$ cat config.mk
export PLATFORM = sky130hd
export DESIGN_NAME = duty_ramp_ctrl
export DESIGN_NICKNAME = d
export VERILOG_FILES = /design/src/rtl/duty_ramp_ctrl.sv
export SDC_FILE = /design/constraint.sdc
export NUM_CORES = 1
export LEC_CHECK = 0
export ABC_AREA = 1
export CAP_MARGIN = 20
export CORE_MARGIN = 3
export CORE_UTILIZATION = 40
export CTS_CLUSTER_DIAMETER = 30
export DETAILED_ROUTE_END_ITERATION = 10
export DONT_BUFFER_PORTS = 1
export PLACE_DENSITY = 0.61
export REMOVE_ABC_BUFFERS = 1
export SKIP_LAST_GASP = 1
export SLEW_MARGIN = 20
export SYNTH_ARGS = -nofsm -noshare
export SYNTH_HDL_FRONTEND = slang
export SYNTH_SLANG_ARGS = --single-unit
export TNS_END_PERCENT = 50
$ cat constraint.sdc
create_clock -name i_clk -period 3 [get_ports i_clk]
set_input_delay 0.3 -clock i_clk [delete_from_list [all_inputs] [get_ports i_clk]]
set_output_delay 0.3 -clock i_clk [all_outputs]
set_load 0.1 [all_outputs]
$ cat src/rtl/duty_ramp_ctrl.sv
// duty_ramp_ctrl
// Ramps the PWM compare value toward a requested duty, one saturating step
// per ramp tick. A direction change first brakes the duty to zero, then
// holds zero for a dead time before the new direction is applied.
//
// Ports
//   i_clk        single clock, rising edge
//   i_reset      synchronous, active-high reset
//   i_en         motor enable (0 forces the effective target to 0)
//   i_target     requested duty, 0..255
//   i_dir        requested rotation direction
//   i_step       duty change per ramp tick, 0..15
//   o_ocr        registered duty for the PWM compare input
//   o_dir        registered direction for the motor bridge
//   o_at_target  in RUN, duty equals the effective target and direction matches
//   o_state      RUN=0, BRAKE=1, DEAD=2
//
// state | meaning
// RUN   | ramp o_ocr toward the effective target on each tick
// BRAKE | ramp o_ocr down to 0 before a direction change
// DEAD  | hold o_ocr at 0 for DEAD_TICKS ticks, then apply i_dir

module duty_ramp_ctrl #(
  parameter int TICK_DIV   = 100000,
  parameter int DEAD_TICKS = 50
) (
  input  logic       i_clk,
  input  logic       i_reset,
  input  logic       i_en,
  input  logic [7:0] i_target,
  input  logic       i_dir,
  input  logic [3:0] i_step,
  output logic [7:0] o_ocr,
  output logic       o_dir,
  output logic       o_at_target,
  output logic [1:0] o_state
);

  localparam int CW = (TICK_DIV > 2) ? $clog2(TICK_DIV) : 1;
  localparam logic [CW-1:0] TICK_LAST = CW'(TICK_DIV - 1);
  localparam int DW = (DEAD_TICKS > 2) ? $clog2(DEAD_TICKS) : 1;
  localparam logic [DW-1:0] DEAD_LAST = (DEAD_TICKS > 0) ? DW'(DEAD_TICKS - 1) : '0;

  typedef enum logic [1:0] {
    ST_RUN   = 2'd0,
    ST_BRAKE = 2'd1,
    ST_DEAD  = 2'd2
  } state_t;

  state_t          state_q, state_d;
  logic [7:0]      ocr_q, ocr_d;
  logic            dir_q, dir_d;
  logic [CW-1:0]   tick_cnt_q;
  logic [DW-1:0]   dead_cnt_q, dead_cnt_d;

  logic            tick;
  logic [7:0]      eff;
  logic [8:0]      up_sum;
  logic [8:0]      dn_diff;
  logic [7:0]      up_val;
  logic [7:0]      dn_to_eff;
  logic [7:0]      dn_to_zero;

  assign tick = (tick_cnt_q == TICK_LAST);
  assign eff  = i_en ? i_target : 8'd0;

  // Ninth bit catches carry/borrow so the duty clamps instead of wrapping.
  assign up_sum     = {1'b0, ocr_q} + {5'd0, i_step};
  assign dn_diff    = {1'b0, ocr_q} - {5'd0, i_step};
  assign up_val     = (up_sum > {1'b0, eff}) ? eff : up_sum[7:0];
  assign dn_to_eff  = (dn_diff[8] || (dn_diff[7:0] < eff)) ? eff : dn_diff[7:0];
  assign dn_to_zero = dn_diff[8] ? 8'd0 : dn_diff[7:0];

  // Tick counter free-runs regardless of state so tick phase is stable.
  always_ff @(posedge i_clk) begin
    if (i_reset) begin
      state_q    <= ST_RUN;
      ocr_q      <= 8'd0;
      dir_q      <= 1'b0;
      tick_cnt_q <= '0;
      dead_cnt_q <= '0;
    end else begin
      state_q    <= state_d;
      ocr_q      <= ocr_d;
      dir_q      <= dir_d;
      tick_cnt_q <= tick ? '0 : tick_cnt_q + 1'b1;
      dead_cnt_q <= dead_cnt_d;
    end
  end

  always_comb begin
    state_d    = state_q;
    ocr_d      = ocr_q;
    dir_d      = dir_q;
    dead_cnt_d = dead_cnt_q;
    unique case (state_q)
      ST_RUN: begin
        // A pending reversal wins over the ramp step in the same cycle.
        if (i_dir != dir_q) begin
          dead_cnt_d = '0;
          state_d    = (ocr_q != 8'd0) ? ST_BRAKE : ST_DEAD;
        end else if (tick) begin
          if (ocr_q < eff)
            ocr_d = up_val;
          else if (ocr_q > eff)
            ocr_d = dn_to_eff;
        end
      end
      ST_BRAKE: begin
        if (i_dir == dir_q) begin
          state_d = ST_RUN;
        end else if (ocr_q == 8'd0) begin
          dead_cnt_d = '0;
          state_d    = ST_DEAD;
        end else if (tick) begin
          ocr_d = dn_to_zero;
        end
      end
      ST_DEAD: begin
        ocr_d = 8'd0;
        if (DEAD_TICKS == 0) begin
          dir_d   = i_dir;
          state_d = ST_RUN;
        end else if (tick) begin
          if (dead_cnt_q == DEAD_LAST) begin
            dir_d   = i_dir;
            state_d = ST_RUN;
          end else begin
            dead_cnt_d = dead_cnt_q + 1'b1;
          end
        end
      end
      default: state_d = ST_RUN;
    endcase
  end

  assign o_ocr       = ocr_q;
  assign o_dir       = dir_q;
  assign o_state     = state_q;
  assign o_at_target = (state_q == ST_RUN) && (ocr_q == eff) && (dir_q == i_dir);

endmodule

* Word level (Yosys, flattened, before mapping)
Cells that the tools add are included.
** Storage, ports and cells
- Flip-flop bits (word level) :: 34
- Latch bits :: 0
- Bits in writable memories :: 0
- ROM bits :: 0
- Output and inout bits :: 12
- Memories kept :: 0
** Cells by class
- Add/sub/neg operators :: 4
- $mul :: 0
- Div/mod/pow operators :: 0
- Magnitude comparators :: 4
- Equal/unequal tests :: 20
- Shifts and indexed selects :: 0
- Mux-type cells :: 25
- Bitwise logic cells :: 0
- Reduce and logical (&&, ||, !) cells :: 12
** Operators with widths (number)
- two-way mux 8 bit :: 11
- two-way mux 6 bit :: 5
- one-hot mux 8 bit (3 select lines) :: 1
- inequality test 2 bit, second input constant :: 10
- one-hot mux 6 bit (3 select lines) :: 1
- adder 17 x 1 -> 17 bit, second input constant :: 1
- == test 17 bit, second input constant :: 1
- < comparator 8 bit :: 2
- two-way mux 2 bit :: 6
- adder 8 x 4 -> 9 bit :: 1
- > comparator 9 x 8 -> 1 bit :: 1
- subtractor 8 x 4 -> 9 bit :: 1
- == test 8 bit :: 1
- > comparator 8 bit :: 1
- zero test 8 bit :: 1
- nonzero test 8 bit :: 1
- AND reduction 7 bit :: 1
- adder 6 x 1 -> 6 bit, second input constant :: 1
- == test 6 bit, second input constant :: 1
- inequality test 3 bit, second input constant :: 2
- one-hot mux 2 bit (3 select lines) :: 1
- AND reduction 6 bit :: 1
- AND reduction 4 bit :: 1
- AND reduction 3 bit :: 1
- other kinds (9) :: 11

* Longest topological paths before layout
- Depth in word-level cells :: 9
- Mapped depth :: 23
- Gate-level depth less buffers :: 22

* Worst setup path after synthesis
OpenSTA, ideal clock, no wires.
- Path type :: register to register
- Start :: reg ocr_q[2], in the netlist o_ocr[2]
- End :: reg ocr_q[0], in the netlist o_ocr[0]
- Data arrival time :: 3419 ps
- Required time :: 2934 ps
- Slack :: -485 ps
- Stages on the path, launching flop included :: 20
- Path buffers :: 1
- Period minus slack after synthesis :: 3485 ps
- Cell sequence :: dfxtp_1 > ha_1 > buf_2 > inv_1 > nand2_1 > nand3_1 > nand3_1 > xor2_1 > inv_1 > ha_1 > a21o_1 > a21oi_1 > nand2_1 > nand2_1 > nand2_1 > nand2_1 > nand3_1 > nand2_1 > nand2_1 > a21oi_2
** On the way
- Cells in the longest elaborated chain, start to end :: 9
** RTL lines
- start: declaration :: RTL line 51 : logic [7:0] ocr_q, ocr_d;
- start signal: assignment :: RTL line 84 : ocr_q <= ocr_d;
- subtractor 8 x 4 -> 9 bit :: RTL line 69 : assign dn_diff = {1'b0, ocr_q} - {5'd0, i_step};
- < comparator 8 bit :: RTL line 71 : assign dn_to_eff = (dn_diff[8] || (dn_diff[7:0] < eff)) ? eff : dn_diff[7:0];
- logical OR 1 bit :: RTL line 71
- two-way mux 8 bit :: RTL line 71
- two-way mux 8 bit :: RTL line 105 : else if (ocr_q > eff)
- two-way mux 8 bit :: RTL line 103 : if (ocr_q < eff)
- two-way mux 8 bit :: RTL line 102 : end else if (tick) begin
- two-way mux 8 bit :: RTL line 99 : if (i_dir != dir_q) begin
- one-hot mux 8 bit (3 select lines) :: RTL line 96 : unique case (state_q)
Parallel ways exist; a longest one is shown, timed or not. The select of a mux whose other input is x is not followed.
A chain may end at the register's enable or synchronous reset.

* Final worst setup path
- Start :: reg ocr_q[0], in the netlist o_ocr[0]
- End :: reg ocr_q[5], in the netlist o_ocr[5]
The elaborated chain is that of the path after synthesis.

==> out/results.tsv <==
metric	value	unit
status	complete, no violations	
cell with the most instances after synthesis	nand2_1	
# DRC	0	
Multi-input gate area	2390	sq um
IO Port Bufs	0	
share of cells above drive strength 1	16.1	%
DR iter-0 viols	173	
Mapped Cells	520	
predominant post-synthesis flop cell	dfxtp_1	
Top Ports	28	
Via density	5.00	
CP max stage delay	0.40	ns
post-synth top area cell	dfxtp_1	
number of nets in the layout	595	
yosys warns	0	
Post-CTS Hold Fix Bufs	0	
Final Cycle Share	95.0	%
WL/cell	12.8	microns
fin. max-slew vios	0	
hold_sp	i_reset	
CP max FO	8	
Max transition margin	64.0	%
arrival time at the worst endpoint	3.03	ns
Die H	97.0	microns
synth top area cells	dfxtp_1 21%, nand2_1 16%, ha_1 14%	
Final Skew	0.00762	ns
GRT Total Usage	17.4	%
initial core utilization	42.0	%
pre-CTS setup slack	0.0115	ns
CP Buf/Inv Count	2	
largest net degree at the start of global routing	17	
count of cell types in the netlist	36	
GR Overflow Total	0	
core box area	7890	sq um
peak supply drop	0.000554	V
Antenna Violating Nets Remaining	0	
vias in the first global route	2876	
maxcap violations	0	
asr flop ratio synth	0	%
Core Util, Final	47.4	%
Hold WC Path Type	in -> reg	
die width	97.0	microns
Worst setup SP type	flop	
CP cell instances	ha_2 > fa_2 > nand2_2 > nand3_4 > nand3_1 > xor2_2 > inv_1 > ha_1 > a21o_1 > a21oi_1 > nand2_1 > nand2_2 > buf_6 > nand3_1 > nand3_1 > nand2_1 > nand2_1 > a21oi_2	
Detailed Routing Iterations Pass 1	4	
top cell type's share of synthesized area	20.5	%
CTS root buf	clkbuf_8	
Synth Register Bits	34	
Register Area	683	sq um
Skew-Pair Late Insertion Delay	0.29	ns
CTS H-tree lvls	2	
sequential cell area fraction in the yosys report	20.5	%
Setup violations, final	0	
CP max-delay cell	fa_2	
Tightest Pin Transition	0.539	ns
CTS clk-pin slew, worst paths	0.07	ns
P&R area growth vs syn	12.7	%
WP data required	3.18	ns
kind of critical path	reg -> reg	
final hold vios	0	
CP endpoint kind	flop	
CP startpoint	o_ocr[0]	
Fmax	0.351	GHz
mapped cell area	3320	sq um
drt total wl	8.19	mm
CTS tree	built	
die area	9420	sq um
reg2reg start	o_ocr[0]	
ant diodes	0	
fillcell total	796	
first-pass GRT wire length	13.7	mm
Static Leakage	1.83	nW
EDFF count, synth	0	
Power Density	1100	nW/um^2
clock buffers created by TritonCTS	5	
top cell family by delay on the critical path	adder cells	
Synth top cells by count	141 x nand2_1, 70 x inv_1, 57 x nand3_1, 53 x nor2_1, 38 x ha_1	
# rows	32	
GP Congestion	0.858	
DP HPWL	6.49	mm
Setup WS post-layout	0.150	ns
syn avg cell area	6.38	sq um
Final min period	2.85	ns
clock sinks	34	
Clock Tree Buf Depth	2	
initial antenna violation count	0	
via count	3209	
-- worst register-to-register path: stages (launching register included) --
cell and delay, ns:
dfxtp_2 0.33, ha_2 0.19, fa_2 0.40, nand2_2 0.09, nand3_4 0.10, nand3_1 0.13, xor2_2 0.18, inv_1 0.06
ha_1 0.30, a21o_1 0.16, a21oi_1 0.13, nand2_1 0.08, nand2_2 0.10, buf_6 0.13, nand3_1 0.08, nand3_1 0.09
nand2_1 0.05, nand2_1 0.08, a21oi_2 0.06
-- kinds of logic (layout without fill, tap and decap cells) --
logic type                 count (synthesis)  in the layout  share of synthesized area [%]
buffers and inverters                     81            101                           10.1
DFF                                       34             34                           20.5
and+or+nand+nor                          306            306                           41.8
AOI/OAI and AO/OA                         43             43                           7.81
xor gates and xnor gates                  16             16                           4.23
adders and majority gates                 40             40                           15.5
-- flip-flops by register name, indices dropped and copies added, names as in the netlist --
register    flops
dead_cnt_q      6
tick_cnt_q     17
o_dir           1
o_ocr           8
o_state         2
-- worst paths after layout --
| kind | to | slack, ns | depth (start not counted) |
|---|---|---|---|
| hold reg to reg | tick_cnt_q[0] | 0.44 | 1 |
| setup / recovery | o_ocr[5] | 0.15 | 18 |
| setup reg to reg | o_ocr[5] | 0.15 | 18 |
| hold / removal | dead_cnt_q[4] | 0.07 | 1 |
-- placed cells by master, fill, tap and decap left out, types with 5 or more instances in the layout --
master / synthesis / layout
a21oi_1: 25 / 25
nand2_1: 141 / 135
nand3_1: 57 / 55
nand2_2: 7 / 11
clkbuf_8: 0 / 6
nor2_1: 53 / 52
xor2_1: 13 / 10
o21ai_0: 5 / 5
nor3_1: 12 / 12
nand4_1: 7 / 7
buf_4: 0 / 19
ha_1: 38 / 35
a21oi_2: 8 / 8
dfxtp_1: 34 / 32
inv_1: 70 / 70
nor2_2: 13 / 14
-- where the power goes --
part | total, W | switching [W] | internal (W) | leakage (nW)
logic | 0.00316 | 0.00213 | 0.00103 | 1.50
registers | 0.000603 | 0.0000879 | 0.000515 | 0.277
clock network | 0.000360 | 0.000175 | 0.000185 | 0.0482
-- what timing repair did --
| action | in CTS | in global routing |
|---|---|---|
| gates resized for setup | 1 | 21 |
| pin swaps | 0 | 6 |
| setup endpoints to repair | 3 | 8 |
| cloned | 0 | 0 |
| buffers inserted | 0 | 1 |
-- through the flow --
step / hold slack [ns] / std cells / area (sq um) / TNS (ns) / total power [W]
6_report: 0.0737 / 642 / 3740 / 0 / 0.00412
5_1_grt: 0.0572 / 642 / 3740 / -0.345 / 0.00455
4_1_cts: 0.0630 / 641 / 3640 / 0 / 0.00400
3_5_place_dp: 0.373 / 633 / 3540 / 0 / 0.00362
3_3_place_gp: 0.370 / 633 / 3540 / 0 / 0.00359
2_1_floorplan: 0.369 / 511 / 3250 / -3.91 / 0.00288
-- cell type report --
type | instances | area share, %
tap | 102 | 3.42
inverter | 72 | 7.23
sequential | 34 | 18.3
clock buffer | 7 | 2.31
multi-input combinational | 405 | 64.0
clock inverter | 1 | 0.134
timing repair buffer | 21 | 4.66
-- layer usage --
layer	track usage (%)	wire length [microns]	up-vias
li1	-	-	1695
met1	24.8	3970	1433
met2	27.4	3650	71
met3	2.60	454	10
met4	4.10	121	0
met5	0	0	-
(Power assumes the default switching activity.)
